==> src/rtl/block_deformat_pkg.sv <==
// Shared definitions for the block-format receiver: format codes, index bounds, FSM states.
package block_deformat_pkg;

  localparam logic FMT_9 = 1'b0;
  localparam logic FMT_4 = 1'b1;

  localparam logic [3:0] FIRST_IDX_9 = 4'd1;
  localparam logic [3:0] LAST_IDX_9  = 4'd9;
  localparam logic [3:0] FIRST_IDX_4 = 4'd0;
  localparam logic [3:0] LAST_IDX_4  = 4'd3;

  typedef enum logic {
    ST_IDLE    = 1'b0,
    ST_COLLECT = 1'b1
  } state_t;

  function automatic logic [3:0] first_idx(input logic fmt);
    return (fmt == FMT_4) ? FIRST_IDX_4 : FIRST_IDX_9;
  endfunction

  function automatic logic [3:0] last_idx(input logic fmt);
    return (fmt == FMT_4) ? LAST_IDX_4 : LAST_IDX_9;
  endfunction

endpackage

==> src/rtl/block_index_tracker.sv <==
// Tracks the next legal block index and the format latched at block start.
module block_index_tracker
  import block_deformat_pkg::*;
(
  input  logic       clk,
  input  logic       reset,
  input  logic       i_load,
  input  logic       i_advance,
  input  logic       i_fmt,
  input  logic [3:0] i_index,
  output logic       o_is_expected,
  output logic       o_is_last,
  output logic       o_fmt
);

  logic [3:0] r_expected;
  logic       r_fmt;

  always_ff @(posedge clk or posedge reset) begin
    if (reset) begin
      r_expected <= '0;
      r_fmt      <= FMT_9;
    end else if (i_load) begin
      r_fmt      <= i_fmt;
      r_expected <= first_idx(i_fmt) + 4'd1;
    end else if (i_advance) begin
      r_expected <= r_expected + 4'd1;
    end
  end

  assign o_is_expected = (i_index == r_expected);
  assign o_is_last     = (r_expected == last_idx(r_fmt));
  assign o_fmt         = r_fmt;

endmodule

==> src/rtl/block_deformat.sv <==
// Block-format stream receiver: validates index/flag sequence and sums each block's words.
module block_deformat
  import block_deformat_pkg::*;
#(
  parameter int WORD_LENGTH = 8,
  parameter int SUM_LENGTH  = WORD_LENGTH + 4
) (
  input  logic                   clk,
  input  logic                   reset,
  input  logic                   enable,
  input  logic                   switch_format,
  input  logic [3:0]             index_in,
  input  logic                   flag_in,
  input  logic [WORD_LENGTH-1:0] data_in,
  output logic                   block_valid,
  output logic                   block_error,
  output logic [SUM_LENGTH-1:0]  block_sum,
  output logic [3:0]             words_received,
  output logic                   busy
);

  state_t                r_state;
  logic [SUM_LENGTH-1:0] r_acc;
  logic [SUM_LENGTH-1:0] r_sum;
  logic [3:0]            r_words;
  logic                  r_valid;
  logic                  r_error;

  logic                  w_is_expected;
  logic                  w_is_last;
  logic                  w_fmt;
  logic                  w_start;
  logic                  w_match;
  logic                  w_advance;
  logic                  w_finish;
  logic [SUM_LENGTH-1:0] w_data_ext;

  assign w_data_ext = {{(SUM_LENGTH-WORD_LENGTH){1'b0}}, data_in};

  // A first index carrying the end flag would be a one-word block, which is illegal.
  assign w_start   = enable && (r_state == ST_IDLE) &&
                     (index_in == first_idx(switch_format)) && !flag_in;
  assign w_match   = enable && (r_state == ST_COLLECT) &&
                     w_is_expected && (switch_format == w_fmt);
  assign w_advance = w_match && !w_is_last && !flag_in;
  assign w_finish  = w_match && w_is_last && flag_in;

  block_index_tracker u_tracker (
    .clk           (clk),
    .reset         (reset),
    .i_load        (w_start),
    .i_advance     (w_advance),
    .i_fmt         (switch_format),
    .i_index       (index_in),
    .o_is_expected (w_is_expected),
    .o_is_last     (w_is_last),
    .o_fmt         (w_fmt)
  );

  always_ff @(posedge clk or posedge reset) begin
    if (reset) begin
      r_state <= ST_IDLE;
      r_acc   <= '0;
      r_sum   <= '0;
      r_words <= '0;
      r_valid <= 1'b0;
      r_error <= 1'b0;
    end else begin
      r_valid <= 1'b0;
      r_error <= 1'b0;
      if (enable) begin
        if (r_state == ST_IDLE) begin
          if (w_start) begin
            r_state <= ST_COLLECT;
            r_acc   <= w_data_ext;
            r_words <= 4'd1;
          end else begin
            r_error <= 1'b1;
          end
        end else begin
          if (w_advance) begin
            r_acc   <= r_acc + w_data_ext;
            r_words <= r_words + 4'd1;
          end else if (w_finish) begin
            r_sum   <= r_acc + w_data_ext;
            r_valid <= 1'b1;
            r_acc   <= '0;
            r_words <= '0;
            r_state <= ST_IDLE;
          end else begin
            r_error <= 1'b1;
            r_acc   <= '0;
            r_words <= '0;
            r_state <= ST_IDLE;
          end
        end
      end
    end
  end

  assign block_valid    = r_valid;
  assign block_error    = r_error;
  assign block_sum      = r_sum;
  assign words_received = r_words;
  assign busy           = (r_state == ST_COLLECT);

endmodule

==> config.mk <==
export PLATFORM = sky130hd
export DESIGN_NAME = block_deformat
export DESIGN_NICKNAME = d
export VERILOG_FILES = /design/src/rtl/block_deformat_pkg.sv /design/src/rtl/block_index_tracker.sv /design/src/rtl/block_deformat.sv
export SDC_FILE = /design/constraint.sdc
export NUM_CORES = 1
export LEC_CHECK = 0
export BUFFER_PORTS_ARGS = -buffer_cell sky130_fd_sc_hd__buf_2
export CORE_UTILIZATION = 60
export CTS_BUF_LIST = sky130_fd_sc_hd__clkbuf_16
export CTS_CLUSTER_SIZE = 10
export DETAILED_ROUTE_END_ITERATION = 7
export PLACE_DENSITY = 0.82
export RECOVER_POWER = 50
export SYNTH_ARGS = -nofsm -noshare
export SYNTH_HDL_FRONTEND = slang
export SYNTH_SLANG_ARGS = --single-unit
==> constraint.sdc <==
create_clock -name clk -period 3.1 [get_ports clk]
set_clock_uncertainty 0.1 [all_clocks]
set_input_delay 0.62 -clock clk [delete_from_list [all_inputs] [get_ports clk]]
set_output_delay 0.62 -clock clk [all_outputs]
set_load 0.01 [all_outputs]
# ---- Word level (Yosys, flattened, before mapping)
# Index checks and enable logic that the tools add are counted.
dict set report word_totals {
  inputBits 17
  output_inout_bits 19
  wordCells 56
  register_bits 36
}
dict set report classes {
  eq_ne 4
  bitwise_logic 2
  addsub 4
  muxes 22
  n_reduce_logical 16
}
# operator n
set op_table {}
lappend op_table {{two-way mux 12 bit} 3}
lappend op_table {{two-way mux 4 bit} 6}
lappend op_table {{two-way mux 1 bit} 13}
lappend op_table {{adder 12 x 8 -> 12 bit} 1}
lappend op_table {{adder 4 x 1 -> 4 bit, second input constant} 3}
lappend op_table {{== test 4 bit} 3}
lappend op_table {{logical AND 1 bit} 10}
lappend op_table {{AND reduction 4 bit} 1}
lappend op_table {{nonzero test 2 bit} 2}
lappend op_table {{zero test 1 bit} 2}
lappend op_table {{NOT 1 bit} 2}
lappend op_table {{AND reduction 2 bit} 1}
lappend op_table {{== test 1 bit} 1}

# ---- Logic depth before layout (Yosys ltp)
# Gate-level depths: netlist of the first run.
dict set report depth {
  ltp_word 9
  ltp_mapped 7
  ltp_nobuf 7
}

# ---- By module
# Synthesis of the first run repeated with hierarchy kept, for this count alone.
dict set report hier_totals {
  hier_cells 192
  area_unflattened_um2 1984.4
}
# mod cells_per_inst area_each_um2 seq_area_each_um2 n_inst
set by_module_without_submodules {}
lappend by_module_without_submodules {block_deformat 162 1676.6 775.7 1}
lappend by_module_without_submodules {block_index_tracker 30 307.8 125.1 1}

# ---- Worst setup path after synthesis of the first run
# Ideal clock, no wire load.
dict set report synth_timing {
  kind {input -> register}
  startpoint {input data_in[0]}
  endpoint {register r_acc[6]}
  cell_stages 7
  setup_ns 0.126
  setup_slack_ns 0.765
  n_path_buf 0
  required_time_ns 2.874
  arrival_time_ns 2.109
  cell_sequence {ha_1 -> fa_1 -> a211oi_1 -> o21ai_0 -> xor2_1 -> a221oi_1 -> nor2_1}
}
dict set report synth_between {
  elab_chain_cells 3
}
# item line
set synth_rtl {}
lappend synth_rtl {{from (decl)} block_deformat.sv:14} ;# input logic [WORD_LENGTH-1:0] data_in,
lappend synth_rtl {{adder 12 x 8 -> 12 bit} block_deformat.sv:82} ;# r_acc <= r_acc + w_data_ext;
lappend synth_rtl {{two-way mux 12 bit} block_deformat.sv:81} ;# if (w_advance) begin
lappend synth_rtl {{two-way mux 12 bit} block_deformat.sv:72} ;# if (r_state == ST_IDLE) begin
lappend synth_rtl {{to (signal assigned)} block_deformat.sv:75} ;# r_acc <= w_data_ext;
lappend synth_rtl {{to (signal assigned)} block_deformat.sv:82}
lappend synth_rtl {{to (decl)} block_deformat.sv:23} ;# logic [SUM_LENGTH-1:0] r_acc;
# No other way between the ends.
# A chain may end at the register's enable or synchronous reset.

# ---- Worst setup path in the final report of the first run
dict set report layout_timing {
  startpoint {input data_in[3]}
  endpoint {register r_acc[11]}
}
# Same word-level chain as after synthesis.

==> metrics.txt, run 1 <==
outcome finished, final reports clean; row cnt 21; total grt overflow 0; Mapped Cells 202; crit path DAT 2550 ps; Warnings, synthesis 0; number of cells on the critical path 7; Worst IR Drop VDD 0.000480 V; largest net degree at the start of global routing 20; WL per Instance 15.5 um; Final Routed Wirelength 4470 um; CP max FO 7; CTS tree built; placed insts 281; CP startpoint kind input pin; syn nets 230; EDFF count, synth 0; Synth area leader dfrtp_1; area grow syn2layout 16.9%; fill count ~280; reg2reg path depth 6; f_max 0.410 GHz; Synth Flop Type dfrtp_1; Max Cap Viol 0; Hold Fails Final Rpt 0; Synth top cells by count 36 x dfrtp_1, 24 x nor2_1, 12 x a21oi_1, 12 x mux2_2, 11 x xnor2_1; CTS resizes 0; fin util 73.4%; Root Buffer clkbuf_16; Worst-path clk slew ~50 ps; worst-path cell chain buf_2, ha_1, o211ai_1, o21ai_0, a21oi_1, or4b_1, nand3_1; worst-case hold slack 353 ps; num ports 36; Async SR Flop Fraction 100%; Setup Crit Path Kind input pin to register; Synth Cell Area 2110 um^2; layout cell share with drive strength beyond 1 23.1%; pre-CTS setup slack 442 ps; gp weighted congestion 0.890; Initial Utilization 62.8%; Hold Path Class input pin to async pin; PwrDens 635 nW/um^2; CP max stage delay 550 ps; post-DP HPWL approximately 3200 um; Iter 0 DRT Violations 118; final net count 270; die height slightly above 60 um; first-pass GRT wire length 7220 um; gr usage total 26.6%; Vias between 1,500 and 2,000; H-tree Lvls 2; setup TNS 0 ps; Slew HR 36.9%; final std cells w/o fill 288; Crit-path slowest cell or4b_1; post-route design area ~2500 um^2; die area roughly 3800 um^2; register area share after synthesis 42.6%; count of different cell masters after synthesis 45; First-pass DRT Iterations 4; Setup WS post-layout 659 ps; post-layout minimum cycle time ~2400 ps; multi-input combinational cell area 1150 um^2; final setup vio count 0; CP top delay family compound AO/OA/AOI/OAI gates; Max Root-Sink Buffers 2; post-CTS setup buffers 0; initial antenna violation count 0; Core Area 3360 um^2; Slew @ Worst Pin 947 ps; via/cell ratio 5.93; synthesized flop and latch total 36; Sequential Area 901 um^2; width of the chip 61.3 um; syn avg cell area roughly 10 um^2; clk_lat worst skew 280 ps; top cells by area, synth dfrtp_1 43%, mux2_2 6.4%, ha_1 5.9%, xnor2_1 4.6%, nor2_1 4.3%; placed cell areas 2350 um^2; Antenna Nets Post-Route 0; number of global-route vias before repair 1,619; residual DRC count 0; Post-CTS Hold Fix Bufs 0; I/O Buffers 35; Period Utilization, post-route 78.7%; top-area cell type share of the netlist area 42.6%; ant diodes 0; top-count cell post-synth dfrtp_1; Overall Power between 1.5 and 2 mW; total leakage power 1.14 nW; CP required 3210 ps; RSZ-0062 raised after global routing no; CTS Buf Count 5; Crit. End Element register; Sink Count 36; CP Buf/Inv Count 1; Slew Viols, Final 0
==> layout make-up <==
type | count | area share [%]
sequential | 36 | 36.5
clock inverter | 2 | 0.355
clock buffer | 5 | 5.07
timing repair buffer | 39 | 7.75
inverter | 9 | 1.37
tap | 46 | 2.33
multi-input combinational | 151 | 46.7
==> flip-flops by register name (all words and copies together), names as in the netlist <==
signal                cells
block_sum                12
r_acc                    12
u_tracker.r_expected      4
words_received            4
block_error               1
block_valid               1
busy                      1
u_tracker.o_fmt           1
==> power breakdown <==
part / switching (mW) / leakage (nW) / internal (mW)
Clock: 0.173 / 0.0709 / 0.288
Sequential: 0.0614 / 0.467 / 0.536
Combinational: 0.291 / 0.606 / 0.220
==> per-layer routing <==
metal / up-vias / track usage (%) / wire length, um
met2: 29 / 46.0 / 2310
met1: 848 / 34.4 / 1960
met3: 10 / 3.78 / 128
met4: 0 / 9.21 / 72
met5: - / 0 / 0
li1: 822 / - / -
==> path summary, 6_finish.rpt <==
kind	from	endpoint	slack [ps]
worst max-delay path	data_in[3]	r_acc[11]	660
worst min-delay path	reset	block_sum[0]	350
worst max register to register	r_acc[3]	r_acc[11]	740
worst min register to register	words_received[3]	words_received[3]	390
max in group asynchronous	reset	block_sum[6]	1250
min in group clk	words_received[3]	words_received[3]	390
==> layout by cell type, fill, tap and decap left out, types with 2 or more instances in the layout <==
cell	Yosys	final
xnor2_1	11	11
nor4_4	1	2
inv_1	8	9
a211oi_1	4	4
ha_1	10	10
nand2_1	10	10
mux2i_1	2	2
a21oi_1	12	12
buf_4	2	3
nand4_1	2	2
o211ai_1	4	4
dfrtp_1	36	36
nor4b_1	2	2
mux2_2	12	12
a21o_1	3	3
buf_2	4	27
o21ai_0	10	10
nand2b_1	2	2
clkbuf_16	0	5
a221oi_1	8	8
or4b_1	2	2
xor2_1	3	3
o211a_1	2	2
nand3_1	4	4
a31oi_1	3	3
o21a_1	2	2
clkbuf_1	0	9
nor2_1	24	24
==> logic make-up (layout without fill, tap and decap cells) <==
group,count (synthesis),count (layout),synth area share [%]
flip-flops,36,36,42.6
AND/OR/NAND/NOR,58,58,16.3
multiplexers,14,14,7.34
adder cells (fa/ha/maj),11,11,6.87
XOR/XNOR,15,15,6.57
AO/OA/AOI/OAI,53,53,17.1
buffers and inverters,15,55,3.26
Note: power is estimated with default switching activity, not from simulation.
==> run 2: changes to the inputs <==
--- a/config.mk
+++ b/config.mk
@@ -6,11 +6,11 @@
 export NUM_CORES = 1
 export LEC_CHECK = 0
 export BUFFER_PORTS_ARGS = -buffer_cell sky130_fd_sc_hd__buf_2
-export CORE_UTILIZATION = 60
+export CORE_UTILIZATION = 56
 export CTS_BUF_LIST = sky130_fd_sc_hd__clkbuf_16
 export CTS_CLUSTER_SIZE = 10
 export DETAILED_ROUTE_END_ITERATION = 7
-export PLACE_DENSITY = 0.82
+export PLACE_DENSITY = 0.78
 export RECOVER_POWER = 50
 export SYNTH_ARGS = -nofsm -noshare
 export SYNTH_HDL_FRONTEND = slang
==> constraint.sdc (replaced) <==
create_clock -name clk -period 2.3 [get_ports clk]
set_clock_uncertainty 0.1 [all_clocks]
set_input_delay 0.46 -clock clk [delete_from_list [all_inputs] [get_ports clk]]
set_output_delay 0.46 -clock clk [all_outputs]
set_load 0.01 [all_outputs]
==> metrics.txt, run 2 (synthesis results as in run 1) <==
outcome finished, final reports clean; clk_lat worst skew 280 ps (about the same); Vias 1,800 (+5.3%); Worst IR Drop VDD 0.000685 V (+43%); Crit. End Element register; Max Cap Viol 0 (unchanged); row cnt 21 (unchanged); Slew HR 42.1% (+5.2 points); number of global-route vias before repair 1,797 (+11%); post-DP HPWL 3300 um (+4.8%); post-layout minimum cycle time 2200 ps; worst r2r src r_acc[0]; FF-to-FF setup slack 100 ps (-640 ps); routed wl met3 254 um (+98%); highest routed layer met4; final std cells w/o fill 306 (+6.3%); first-pass GRT wire length 7960 um (+10%); total grt overflow 0 (unchanged); gr usage total 26.2% (-0.39 points); Final Routed Wirelength 4700 um (+5.3%); total leakage power 1.24 nW (+8.6%); met1 WL 1940 um (-0.56%); Crit-path slowest cell fa_1; Slew Viols, Final 0 (unchanged); most frequent cells in the layout 36 x dfrtp_1, 26 x buf_2, 24 x nor2_1; fin util 76.9% (+3.5 points); CP startpoint kind register; most common cell after layout, fill and taps aside dfrtp_1; reg-to-reg endpoint block_sum[8]; area grow syn2layout 26.3%; crit path DAT 2270 ps (-280 ps); CP Buf/Inv Count 0 (-1); Antenna Nets Post-Route 0 (unchanged); met2 wire length 2410 um (+4.5%); final setup vio count 0 (unchanged); CTS Buf Count 5 (unchanged); final net count 287 (+6.3%); CP required 2370 ps (-840 ps); Iter 0 DRT Violations 132 (+12%); Initial Utilization 60.9% (-1.9 points); ant diodes 0 (unchanged); H-tree Lvls 2 (unchanged); Hold Path Class input pin to async pin; CTS tree built; PwrDens 901 nW/um^2 (+42%); residual DRC count 0 (unchanged); First-pass DRT Iterations 4 (unchanged); Sink Count 36 (unchanged); multi-input combinational cell area 1160 um^2 (+1.1%); CP top delay family adder cells; largest net degree at the start of global routing 37 (+85%); Core Area 3470 um^2 (+3.1%); setup TNS 0 ps (unchanged); CP max FO 3 (-4); Setup Crit Path Kind register to register; via/cell ratio 5.88 (-0.87%); reg2reg path depth 7 (+1); placed insts 298 (+6.0%); I/O Buffers 35 (unchanged); die height 63.4 um (+3.4%); Period Utilization, post-route 95.5%; WL per Instance 15.4 um (-0.91%); fill count 260 (-8.1%); Root Buffer clkbuf_16; gp weighted congestion 0.886 (-0.51%); worst-case hold slack 355 ps (+2.00 ps); layout cell share with drive strength beyond 1 30.0% (+6.9 points); num ports 36 (unchanged); f_max 0.455 GHz; Hold Fails Final Rpt 0 (unchanged); Max Root-Sink Buffers 2 (unchanged); Worst-path clk slew 60 ps (about the same); die area 4020 um^2 (+6.9%); initial antenna violation count 0 (unchanged); CP max stage delay 430 ps (-120 ps); worst-path cell chain ha_1, fa_1, a211oi_2, o211ai_1, nand2_1, xnor2_1, mux2_2; Slew @ Worst Pin 869 ps (-78.2 ps); width of the chip 63.4 um (+3.4%); post-CTS setup buffers 0 (unchanged); Post-CTS Hold Fix Bufs 0 (unchanged); Sequential Area 901 um^2 (unchanged)
[run 2: through the flow]
| stage | setup slack [ps] | cell area [um^2] | power [mW] |
|---|---|---|---|
| 2_1_floorplan | 125 | 2110 | 1.33 |
| 3_3_place_gp | -93.2 | 2500 | 1.58 |
| 3_5_place_dp | -137 | 2500 | 1.60 |
| 5_1_grt | -5.58 | 2670 | 2.54 |
| 6_report | 103 | 2670 | 2.41 |
| 4_1_cts | 65.3 | 2670 | 2.38 |
[run 2: layout make-up]
type,instances,area share [%]
flip-flops and latches,36,33.8
multi-input cells,151,43.6
clock inverters,3,1.59
clock buffers,5,4.69
inverters,9,1.27
repair buffers,56,12.9
well taps,46,2.16
[run 2: worst max-delay path by stage]
stage / from / endpoint / slack, ps / cells after the start
finish: r_acc[0] / block_sum[8] / 100 / 7
global route: r_acc[0] / block_sum[8] / -6 / 7
CTS: r_acc[0] / r_acc[10] / 70 / 7
detailed placement: data_in[0] / r_acc[6] / -140 / 8
global placement: data_in[0] / r_acc[10] / -90 / 8
floorplan: data_in[0] / r_acc[6] / 120 / 7
[run 2: metal layers]
layer	vias up	GRT usage, %
met5	-	0
met4	0	12.5
met3	9	7.97
met2	62	44.5
met1	867	29.8
li1	862	-
[run 2: worst min-delay path, delay by kind of cell]
family,cells,cell delay (ps)
buffers and inverters,3,810
[run 2: timing repair]
item / in CTS / in global routing
gates resized for setup: 0 / 4
hold endpoints to repair: 0 / 0
setup endpoints to repair: 0 / 8
[run 2: where the power goes]
part / leakage [nW] / internal [mW] / switching (mW)
Sequential: 0.467 / 0.722 / 0.0821
Combinational: 0.695 / 0.394 / 0.434
Clock: 0.0798 / 0.509 / 0.265
Total: 1.24 / 1.63 / 0.781
==> run 3: changes to the inputs <==
--- a/config.mk
+++ b/config.mk
@@ -5,8 +5,9 @@
 export SDC_FILE = /design/constraint.sdc
 export NUM_CORES = 1
 export LEC_CHECK = 0
+export ABC_AREA = 1
 export BUFFER_PORTS_ARGS = -buffer_cell sky130_fd_sc_hd__buf_2
-export CORE_UTILIZATION = 56
+export CORE_UTILIZATION = 57
 export CTS_BUF_LIST = sky130_fd_sc_hd__clkbuf_16
 export CTS_CLUSTER_SIZE = 10
 export DETAILED_ROUTE_END_ITERATION = 7
==> metrics.txt, run 3 <==
f_max 0.520 GHz (+14%); Synth top cells by count 128 x nand2_1, 41 x nor2_1, 37 x inv_1, 36 x dfrtp_1, 23 x nand3_1; largest net degree at the start of global routing 37 (unchanged); crit path DAT 1980 ps (-290 ps); Core Area 3800 um^2 (+9.5%); CTS resizes 0 (unchanged); Sink Count 36 (unchanged); reg2reg path depth 10 (+3); worst-case hold slack 354 ps (-1.61 ps); row cnt 22 (+4.8%); Mapped Cells 338 (+67%); num ports 36 (unchanged); Worst-path clk slew 50 ps (about the same); Crit-path slowest cell fa_1; outcome finished, final reports clean; clk_lat worst skew 280 ps (about the same); syn avg cell area 6.95 um^2 (-34%); syn nets 366 (+59%); first-pass GRT wire length 9060 um (+14%); First-pass DRT Iterations 4 (unchanged); Post-CTS Hold Fix Bufs 0 (unchanged); final net count 406 (+41%); Antenna Nets Post-Route 0 (unchanged); Max Cap Viol 0 (unchanged); Iter 0 DRT Violations 183 (+39%); count of different cell masters after synthesis 24 (-47%); Root Buffer clkbuf_16; initial antenna violation count 0 (unchanged); Setup Crit Path Kind register to register; worst r2r src r_acc[0]; Slew Viols, Final 0 (unchanged); post-DP HPWL 3870 um (+17%); Crit. End Element register; die area 4380 um^2 (+8.9%); Warnings, synthesis 0 (unchanged); WL per Instance 12.2 um (-21%); CP required 2360 ps (about the same); top-area cell type share of the netlist area 38.3% (-4.3 points); Hold Fails Final Rpt 0 (unchanged); Hold Path Class input pin to async pin; CP most frequent cell nand2_1; Worst IR Drop VDD 0.000435 V (-37%); CP max stage delay 410 ps (-20 ps); crit path from r_acc[0]; fill count 334 (+28%); most frequent cells in the layout 128 x nand2_1, 41 x nor2_1, 38 x inv_1; post-CTS setup buffers 0 (unchanged); post-layout minimum cycle time 1920 ps (-273 ps); post-route design area 2720 um^2 (+1.7%); EDFF count, synth 0 (unchanged); worst-path cell chain ha_1, fa_1, nand2_1, nand2_1, nand3_1, nand2_1, nand2_1, nand2_1, nand2_1, o21ai_0; residual DRC count 0 (unchanged); Period Utilization, post-route 83.6% (-12 points); Overall Power 2.30 mW (-4.3%); CTS tree built; Initial Utilization 61.9% (+0.93 points); Synth area leader dfrtp_1; Max Root-Sink Buffers 2 (unchanged); Vias 2,203 (+22%); Slew @ Worst Pin 911 ps (+42.3 ps); Synth Flop Type dfrtp_1; placed cell areas 2560 um^2 (+2.5%); gr usage total 27.4% (+1.2 points); FF-to-FF setup slack 380 ps (+270 ps); register area share after synthesis 38.3% (-4.3 points); H-tree Lvls 2 (unchanged); top cells by area, synth dfrtp_1 38%, nand2_1 20%, nor2_1 6.5%, inv_1 5.9%, ha_1 5.3%; area grow syn2layout 15.5%; layout cell share with drive strength beyond 1 15.0% (-15 points); CP max FO 3 (unchanged); width of the chip 66.2 um (+4.4%); gp weighted congestion 0.867 (-2.1%); reg-to-reg endpoint r_acc[8]; total leakage power 1.54 nW (+24%); CTS Buf Count 5 (unchanged); ant diodes 0 (unchanged); top-count cell post-synth nand2_1; Synth Cell Area 2350 um^2 (+11%); final setup vio count 0 (unchanged); Final Routed Wirelength 5210 um (+11%); PwrDens 848 nW/um^2 (-5.9%); via/cell ratio 5.16 (-12%); Async SR Flop Fraction 100% (unchanged); synthesized flop and latch total 36 (unchanged); I/O Buffers 35 (unchanged); setup TNS 0 ps (unchanged); number of global-route vias before repair 2,055 (+14%); total grt overflow 0 (unchanged); Slew HR 39.3% (-2.8 points); CP startpoint kind register; most common cell after layout, fill and taps aside nand2_1; die height 66.2 um (+4.4%); RSZ-0062 raised after global routing no
==> run 3: cell count changes in the layout (fill, tap and decap cells not counted), moves of 4 or more <==
cell,change
inv_2,+8
mux2_2,-12
buf_4,-16
o211ai_1,-4
nand3_1,+19
nand2_1,+118
a221oi_1,-8
nor2_4,+4
nor2_1,+17
inv_1,+30
nand2_2,+6
xnor2_1,-9
==> run 3: where the power goes <==
| part | leakage, nW | total, mW | switching [mW] | internal, mW |
|---|---|---|---|---|
| registers | 0.462 | 0.801 | 0.0826 | 0.719 |
| logic | 0.994 | 0.754 | 0.475 | 0.279 |
| clock network | 0.0850 | 0.747 | 0.242 | 0.504 |
==> run 3: layout make-up <==
| type | instances | area [um^2] | share of cell area (%) |
|---|---|---|---|
| multi-input cells | 252 | 1240 | 45.6 |
| flip-flops and latches | 36 | 901 | 33.2 |
| repair buffers | 38 | 184 | 6.77 |
| inverters | 45 | 169 | 6.22 |
| clock buffers | 5 | 125 | 4.61 |
| well taps | 48 | 60.1 | 2.21 |
| clock inverters | 3 | 38.8 | 1.43 |
==> run 3: worst max path at each step <==
stage                           to  slack [ps]
final                     r_acc[8]         380
after global routing      r_acc[8]         260
after CTS                 r_acc[8]         400
after detailed placement  r_acc[8]         200
after global placement    r_acc[8]         260
after floorplan           r_acc[8]         480
==> run 3: routing by layer <==
layer,part of all wire [%],vias up,global-route usage (%)
li1,-,1117,-
met1,47,1012,37.7
met2,46,71,43.6
met3,6.4,3,4.31
met4,0.48,0,9.57
met5,0,-,0
==> run 3: stage by stage <==
step	cells	setup WS, ps	util (%)
after floorplan	338	476	-
after global placement	419	264	67.5
after detailed placement	419	199	67.5
after CTS	427	400	71.8
after global routing	427	263	71.5
final	427	376	71.5
==> run 3: cells by family after synthesis <==
group                    count (synthesis)  synth area share (%)
flip-flops                              36                  38.3
AND/OR/NAND/NOR                        210                  38.7
adder cells (fa/ha/maj)                 11                  6.18
buffers and inverters                   50                  9.00
XOR/XNOR                                 7                  2.61
AO/OA/AOI/OAI                           24                  5.22
==> run 3: worst max-delay path: cells and delay by family (launching register included) <==
family,cells,cell delay (ps)
compound gates,1,70
fa+ha+maj,2,640
flops,1,390
simple gates,7,600
